==> config.mk <==
export PLATFORM = sky130hd
export DESIGN_NAME = tour_cmd_seq
export DESIGN_NICKNAME = d
export VERILOG_FILES = /design/src/rtl/tour_pkg.sv /design/src/rtl/tour_move_decode.sv /design/src/rtl/tour_cmd_seq.sv
export SDC_FILE = /design/constraint.sdc
export NUM_CORES = 1
export LEC_CHECK = 0
export CAP_MARGIN = 20
export CORE_ASPECT_RATIO = 0.9
export CORE_UTILIZATION = 33
export CTS_CLUSTER_SIZE = 8
export DETAILED_ROUTE_END_ITERATION = 6
export PLACE_DENSITY = 0.79
export SLEW_MARGIN = 25
export SYNTH_ARGS = -nofsm -noshare
export SYNTH_HDL_FRONTEND = slang
export SYNTH_SLANG_ARGS = --single-unit
==> constraint.sdc <==
create_clock -name clk -period 1.6 [get_ports clk]
set_input_delay 0.24 -clock clk [delete_from_list [all_inputs] [get_ports clk]]
set_output_delay 0.24 -clock clk [all_outputs]
set_load 0.03 [all_outputs]
==> src/rtl/tour_pkg.sv <==
// -----------------------------------------------------------------------------
// tour_pkg
// Shared types and constants for the knight's-tour command sequencer.
//   state_t      : sequencer FSM states
//   OP_*         : command opcodes ([15:12] of a command word)
//   HDG_*        : heading field values ([11:4] of a command word)
//   RESP_*       : response bytes returned to the UART/BLE wrapper
// -----------------------------------------------------------------------------
package tour_pkg;

  typedef enum logic [2:0] {
    IDLE,
    VERT,
    HOLDV,
    HORZ,
    HOLDH
  } state_t;

  localparam int NUM_MOVES_DEF = 24;

  localparam logic [3:0] OP_MOVE    = 4'b0010;  // move, no fanfare
  localparam logic [3:0] OP_MOVE_FF = 4'b0011;  // move with fanfare
  localparam logic [3:0] OP_ABORT   = 4'hF;     // tour abort request from UART

  localparam logic [7:0] HDG_N = 8'h00;  // +y
  localparam logic [7:0] HDG_W = 8'h3F;  // -x
  localparam logic [7:0] HDG_S = 8'h7F;  // -y
  localparam logic [7:0] HDG_E = 8'hBF;  // +x

  localparam logic [7:0] RESP_DONE = 8'hA5;
  localparam logic [7:0] RESP_POS  = 8'h5A;

endpackage

==> src/rtl/tour_move_decode.sv <==
// -----------------------------------------------------------------------------
// tour_move_decode
// Combinational decode of a one-hot knight move into two move commands.
//   move[7:0]      in  : one-hot move (lowest set bit wins if several are set)
//   vert_cmd[15:0] out : vertical leg, opcode OP_MOVE, heading N/S, |dy| squares
//   horz_cmd[15:0] out : horizontal leg, opcode OP_MOVE_FF, heading E/W, |dx|
//   move_vld       out : at least one bit of move is set
// -----------------------------------------------------------------------------
module tour_move_decode
  import tour_pkg::*;
(
  input  logic [7:0]  move,
  output logic [15:0] vert_cmd,
  output logic [15:0] horz_cmd,
  output logic        move_vld
);

  logic       dy_pos;
  logic [3:0] dy_abs;
  logic       dx_pos;
  logic [3:0] dx_abs;

  // Each knight move is (+/-2,+/-1) or (+/-1,+/-2); pick the lowest set bit.
  always_comb begin
    dy_pos   = 1'b1;
    dy_abs   = 4'd0;
    dx_pos   = 1'b1;
    dx_abs   = 4'd0;
    move_vld = 1'b1;
    casez (move)
      8'b???????1: begin dy_pos = 1'b1; dy_abs = 4'd2; dx_pos = 1'b1; dx_abs = 4'd1; end
      8'b??????10: begin dy_pos = 1'b1; dy_abs = 4'd2; dx_pos = 1'b0; dx_abs = 4'd1; end
      8'b?????100: begin dy_pos = 1'b0; dy_abs = 4'd1; dx_pos = 1'b0; dx_abs = 4'd2; end
      8'b????1000: begin dy_pos = 1'b1; dy_abs = 4'd1; dx_pos = 1'b0; dx_abs = 4'd2; end
      8'b???10000: begin dy_pos = 1'b0; dy_abs = 4'd2; dx_pos = 1'b0; dx_abs = 4'd1; end
      8'b??100000: begin dy_pos = 1'b0; dy_abs = 4'd2; dx_pos = 1'b1; dx_abs = 4'd1; end
      8'b?1000000: begin dy_pos = 1'b1; dy_abs = 4'd1; dx_pos = 1'b1; dx_abs = 4'd2; end
      8'b10000000: begin dy_pos = 1'b0; dy_abs = 4'd1; dx_pos = 1'b1; dx_abs = 4'd2; end
      default:     move_vld = 1'b0;
    endcase
  end

  assign vert_cmd = {OP_MOVE,    (dy_pos ? HDG_N : HDG_S), dy_abs};
  assign horz_cmd = {OP_MOVE_FF, (dx_pos ? HDG_E : HDG_W), dx_abs};

endmodule

==> src/rtl/tour_cmd_seq.sv <==
// -----------------------------------------------------------------------------
// tour_cmd_seq
// Sequences a stored knight's tour into the command processor. While idle the
// command processor sees the UART/BLE command path; on start_tour the block
// walks mv_indx 0..NUM_MOVES-1 and issues a vertical then a horizontal move
// command per stored move, waiting for clr_cmd_rdy and send_resp on each.
//
// Ports:
//   clk, rst_n          : clock, synchronous active-low reset
//   start_tour          : 1-clk pulse starting a tour (ignored while touring)
//   move[7:0]           : one-hot move read from tour memory at mv_indx
//   mv_indx[4:0]        : index of the current move
//   cmd_UART[15:0]      : command from UART wrapper
//   cmd_rdy_UART        : UART command valid
//   clr_cmd_rdy_UART    : consume UART command
//   cmd[15:0], cmd_rdy  : command and valid to the command processor
//   clr_cmd_rdy         : command processor consumed cmd
//   send_resp           : command processor finished a command
//   resp[7:0]           : response byte to UART wrapper
//
// Optional build macro TOUR_ABORT_EN: a UART command with opcode 4'hF during a
// tour is consumed and makes the next send_resp end the tour.
// -----------------------------------------------------------------------------
module tour_cmd_seq
  import tour_pkg::*;
#(
  parameter int NUM_MOVES = NUM_MOVES_DEF
) (
  input  logic        clk,
  input  logic        rst_n,
  input  logic        start_tour,
  input  logic [7:0]  move,
  output logic [4:0]  mv_indx,
  input  logic [15:0] cmd_UART,
  input  logic        cmd_rdy_UART,
  output logic        clr_cmd_rdy_UART,
  output logic [15:0] cmd,
  output logic        cmd_rdy,
  input  logic        clr_cmd_rdy,
  input  logic        send_resp,
  output logic [7:0]  resp
);

  localparam logic [4:0] LAST_INDX = 5'(NUM_MOVES - 1);

  state_t     state_q, state_d;
  logic [4:0] mv_indx_q, mv_indx_d;

  logic [15:0] vert_cmd;
  logic [15:0] horz_cmd;
  logic        move_vld;
  logic        last_move;
  logic        abort_flag;   // pending abort, ends the tour at next send_resp
  logic        abort_req;    // UART abort command present this cycle

  tour_move_decode u_decode (
    .move     (move),
    .vert_cmd (vert_cmd),
    .horz_cmd (horz_cmd),
    .move_vld (move_vld)
  );

  assign last_move = (mv_indx_q == LAST_INDX);
  assign mv_indx   = mv_indx_q;

`ifdef TOUR_ABORT_EN
  logic abort_q, abort_d;

  assign abort_req  = cmd_rdy_UART && (cmd_UART[15:12] == OP_ABORT);
  assign abort_flag = abort_q;

  always_comb begin
    abort_d = abort_q;
    if (state_d == IDLE) begin
      abort_d = 1'b0;
    end else if (state_q != IDLE && abort_req) begin
      abort_d = 1'b1;
    end
  end

  always_ff @(posedge clk) begin
    if (!rst_n) begin
      abort_q <= 1'b0;
    end else begin
      abort_q <= abort_d;
    end
  end
`else
  assign abort_req  = 1'b0;
  assign abort_flag = 1'b0;
`endif

  always_ff @(posedge clk) begin
    if (!rst_n) begin
      state_q   <= IDLE;
      mv_indx_q <= 5'd0;
    end else begin
      state_q   <= state_d;
      mv_indx_q <= mv_indx_d;
    end
  end

  always_comb begin
    state_d          = state_q;
    mv_indx_d        = mv_indx_q;
    cmd              = cmd_UART;
    cmd_rdy          = 1'b0;
    clr_cmd_rdy_UART = 1'b0;
    resp             = RESP_POS;

    case (state_q)
      IDLE: begin
        cmd_rdy          = cmd_rdy_UART;
        clr_cmd_rdy_UART = clr_cmd_rdy;
        resp             = RESP_DONE;
        if (start_tour) begin
          mv_indx_d = 5'd0;
          state_d   = VERT;
        end
      end

      VERT: begin
        cmd              = vert_cmd;
        clr_cmd_rdy_UART = abort_req;
        // An empty move slot marks an early end of the tour.
        if (!move_vld) begin
          state_d = IDLE;
        end else begin
          cmd_rdy = 1'b1;
          if (clr_cmd_rdy) state_d = HOLDV;
        end
      end

      HOLDV: begin
        clr_cmd_rdy_UART = abort_req;
        if (abort_flag) resp = RESP_DONE;
        if (send_resp) state_d = abort_flag ? IDLE : HORZ;
      end

      HORZ: begin
        cmd              = horz_cmd;
        cmd_rdy          = 1'b1;
        clr_cmd_rdy_UART = abort_req;
        if (clr_cmd_rdy) state_d = HOLDH;
      end

      HOLDH: begin
        clr_cmd_rdy_UART = abort_req;
        if (last_move || abort_flag) resp = RESP_DONE;
        if (send_resp) begin
          if (last_move || abort_flag) begin
            state_d = IDLE;
          end else begin
            mv_indx_d = mv_indx_q + 5'd1;
            state_d   = VERT;
          end
        end
      end

      default: state_d = IDLE;
    endcase
  end

endmodule

==> metrics.md <==
| Metric | Value |
|---|---|
| Data arrival, critical path | 1.51 ns |
| Post-route cell area | 1880 µm² |
| Boundary pin count | 61 |
| Failing checks | setup timing |
| Placer congestion estimate | 0.730 |
| Cts bufs inserted | 3 |
| Average wire per standard cell | 15.2 µm |
| Die width | 53.9 µm |
| Most common library cell in the layout ignoring fill and taps | buf_4 |
| Dpl ws | -0.401 ns |
| Yosys cell types | 36 |
| R2R Path Start | mv_indx[1] |
| Placed inst area | 1500 µm² |
| Clock skew | 0.0112 ns |
| Vias after detailed routing | 1199 |
| CP Launch Point | mv_indx[1] |
| Worst flop-to-flop path endpoint | mv_indx[4] |
| DR DRC count | 0 |
| Required @ worst endpoint | 1.36 ns |
| Crit end category | output pin |
| Flip-flop and latch count after synthesis | 8 |
| Post-Route WL | 3.41 mm |
| Worst rel slew slack | 76.4% |
| CP peak stage delay | 0.37 ns |
| Root buf cell | clkbuf_4 |
| CP startpoint kind | flip-flop |
| Crit-path slowest cell | dfxtp_4 |
| Psw | 1290 µW |
| Worst setup endpoint | resp[6] |
| Internal power | 1320 µW |
| Fmax achieved | 570 MHz |
| Starting Density | 36.0% |
| Critical path type | flip-flop to output pin |
| DIE AREA | 2620 µm² |
| Max Cap Viol | 0 |
| Max Fanout on Critical Path | 4 |
| Power Density | 1390 nW/µm² |
| Worst Max-Slew Pin Slew | 0.352 ns |
| Fraction of layout cells with a size suffix above 1 | 55.6% |
| Core area | 2220 µm² |
| RSZ-0062 raised after global routing | true |
| Buffers on Ports | 60 |
| Worst path cell trace | ha_4, nand4b_1, nand2_1, and2_4, clkinvlp_4, buf_6 |
| Worst-case reg-to-reg path depth | 6 |
| Fin crit share | 110% |
| Final core utilization | 84.6% |
| Clock latency on the worst-skew pair | 0.27 ns |
| Syn Nets | 140 |
| Setup violations, final | 9 |
| Global-route wire length before repair | 5.04 mm |
| Die Y | 48.7 µm |
| Most frequent cells in the layout | 38 x buf_4, 23 x clkdlybuf4s50_1, 18 x buf_6, 11 x nor2_1, 8 x nand2_1 |
| Post-layout power | 2610 µW |
| HPWL after detailed placement | 2.21 mm |
| Yosys synthesis warning count | 0 |
| Status | finished with violations |
| Mean post-synth cell area | 7.34 µm² |
| Vias in the first global route | 1141 |
| Combinational share of power | 82.6% |
| Post-Synthesis Cells | 109 |
| R2R setup slack | 0.06 ns |
| Pins Over Slew Limit | 0 |
| Detail Route Antenna Nets | 0 |
| # diodes | 0 |
| Register area share after synthesis | 20.0% |
| Hold Path Class | flip-flop to flip-flop |
| Delay-heaviest family, CP | simple AND/OR/NAND/NOR gates |
| CTS tree | yes |
| Fraction of power spent switching nets | 49.3% |
| Clock Sinks | 8 |
| H-Tree Level Count | 1 |
| Via density | 5.33 |
| Detailed Route Iter0 Violations | 16 |
| Clk network pwr share | 6.9% |
| CTS max path bufs | 2 |
| CP bufs+invs | 2 |
| Initial antenna violation count | 0 |
| Hold buffer count at cts | 0 |
| Largest net degree at the start of global routing | 10 |
| Worst vdd ir | 1.58 mV |
| Final hold viol count | 0 |
| Nets | 230 |
| Sequential Power Share | 10.5% |
| Detailed Routing Iterations Pass 1 | 4 |
| Area grow syn2layout | 135% |
| Final WS setup | -0.155 ns |
| Lkg Pwr | 0.000793 µW |
| Levels on crit path | 6 |
| Final critical-path required period | 1.75 ns |
| FP Rows | 16 |
| Global route overflow | 0 |
| Clock Pin Slew Worst Setup and Hold Paths | 0.07 ns |
| Synth Cell Area | 800 µm² |
| Tot GR Track Use | 25.8% |
[worst min-delay path, cell delays in order, from the launching register on]
cell     delay [ns]
dfxtp_2        0.34
o21ai_0        0.07
a21oi_1        0.06
[kinds of logic after synthesis]
family | Yosys count | synth area share [%]
adder cells (fa/ha/maj) | 1 | 1.56
XOR/XNOR | 1 | 1.10
AO/OA/AOI/OAI | 30 | 24.9
AND/OR/NAND/NOR | 52 | 38.2
buffers and inverters | 14 | 10.5
flip-flops | 8 | 20.0
multiplexers | 3 | 3.76
[area by class of cell]
cell class	count	area (µm²)
Tap cell	27	33.8
Clock buffer	4	26.3
Fill cell	116	342
Inverter	3	20.0
Timing Repair Buffer	96	900
Multi-Input combinational cell	87	719
Sequential cell	8	181
[power by group through the flow]
stage / Sequential (µW) / Combinational (µW) / Clock, µW
after floorplan: 263 / 1170 / 0
after global placement: 267 / 1680 / 0
after detailed placement: 268 / 1700 / 0
after CTS: 276 / 1990 / 182
after global routing: 279 / 2270 / 196
final: 274 / 2160 / 179
[state kept, by name, summed over array words and instances (netlist names)]
name / count
mv_indx: 5
state_q: 3
[through the flow]
| step | instances | TNS, ns | hold WS [ns] |
|---|---|---|---|
| 2_1_floorplan | 109 | -0.359 | 0.367 |
| 3_3_place_gp | 203 | -3.13 | 0.472 |
| 3_5_place_dp | 203 | -3.96 | 0.503 |
| 4_1_cts | 214 | -1.14 | 0.512 |
| 5_1_grt | 225 | -1.88 | 0.531 |
| 6_report | 225 | -1.01 | 0.510 |
[Yosys cell counts]
| library cell | instances | area share, % |
|---|---|---|
| a21oi_1 | 14 | 8.8 |
| nor2_1 | 14 | 6.6 |
| dfxtp_1 | 8 | 20 |
| nand2_1 | 8 | 3.8 |
| buf_4 | 6 | 5.6 |
| and2_1 | 5 | 3.9 |
| nand2b_1 | 4 | 3.1 |
| nand3_1 | 4 | 2.5 |
| o21ai_0 | 4 | 2.5 |
| or3_1 | 4 | 3.1 |
| a311oi_1 | 3 | 3.3 |
| clkbuf_1 | 3 | 1.4 |
| inv_1 | 3 | 1.4 |
| mux2i_1 | 3 | 3.8 |
| nor2b_1 | 3 | 2.3 |
| nand3b_1 | 2 | 1.9 |
| o31ai_1 | 2 | 1.9 |
| a211oi_2 | 1 | 1.6 |
| a21o_1 | 1 | 0.94 |
| a2bb2oi_1 | 1 | 1.1 |
| a41oi_2 | 1 | 2.0 |
| and3_1 | 1 | 0.78 |
| buf_2 | 1 | 0.63 |
| buf_6 | 1 | 1.4 |
| ha_1 | 1 | 1.6 |
| nand4b_1 | 1 | 1.1 |
| nor3_1 | 1 | 0.63 |
| nor3b_1 | 1 | 0.94 |
| nor4_1 | 1 | 0.78 |
| nor4_4 | 1 | 2.7 |
| nor4b_1 | 1 | 1.1 |
| nor4b_4 | 1 | 3.0 |
| o21ai_1 | 1 | 0.63 |
| o22a_1 | 1 | 1.1 |
| o2bb2ai_1 | 1 | 1.1 |
| xor2_1 | 1 | 1.1 |
[worst min path at each step]
stage	start	to	slack [ns]	cells past startpoint
after floorplan	rst_n	mv_indx[1]	0.37	1
after global placement	mv_indx[4]	mv_indx[4]	0.47	2
after detailed placement	mv_indx[4]	mv_indx[4]	0.50	2
after CTS	mv_indx[2]	mv_indx[2]	0.51	2
after global routing	mv_indx[4]	mv_indx[4]	0.53	2
final	mv_indx[2]	mv_indx[2]	0.51	2
[timing repair]
action	CTS	global route
gates cloned	0	1
buffers inserted	8	11
resized for setup	68	24
pin swaps	11	12
setup endpoints to repair	28	25
[layer usage]
metal | vias up | track usage (%) | wire length, µm
li1 | 570 | - | -
met1 | 549 | 28.5 | 1370
met2 | 66 | 43.8 | 1710
met3 | 14 | 7.23 | 246
met4 | 0 | 11.4 | 86
met5 | - | 0 | 0
No activity file was read; power rests on OpenSTA's default activity.
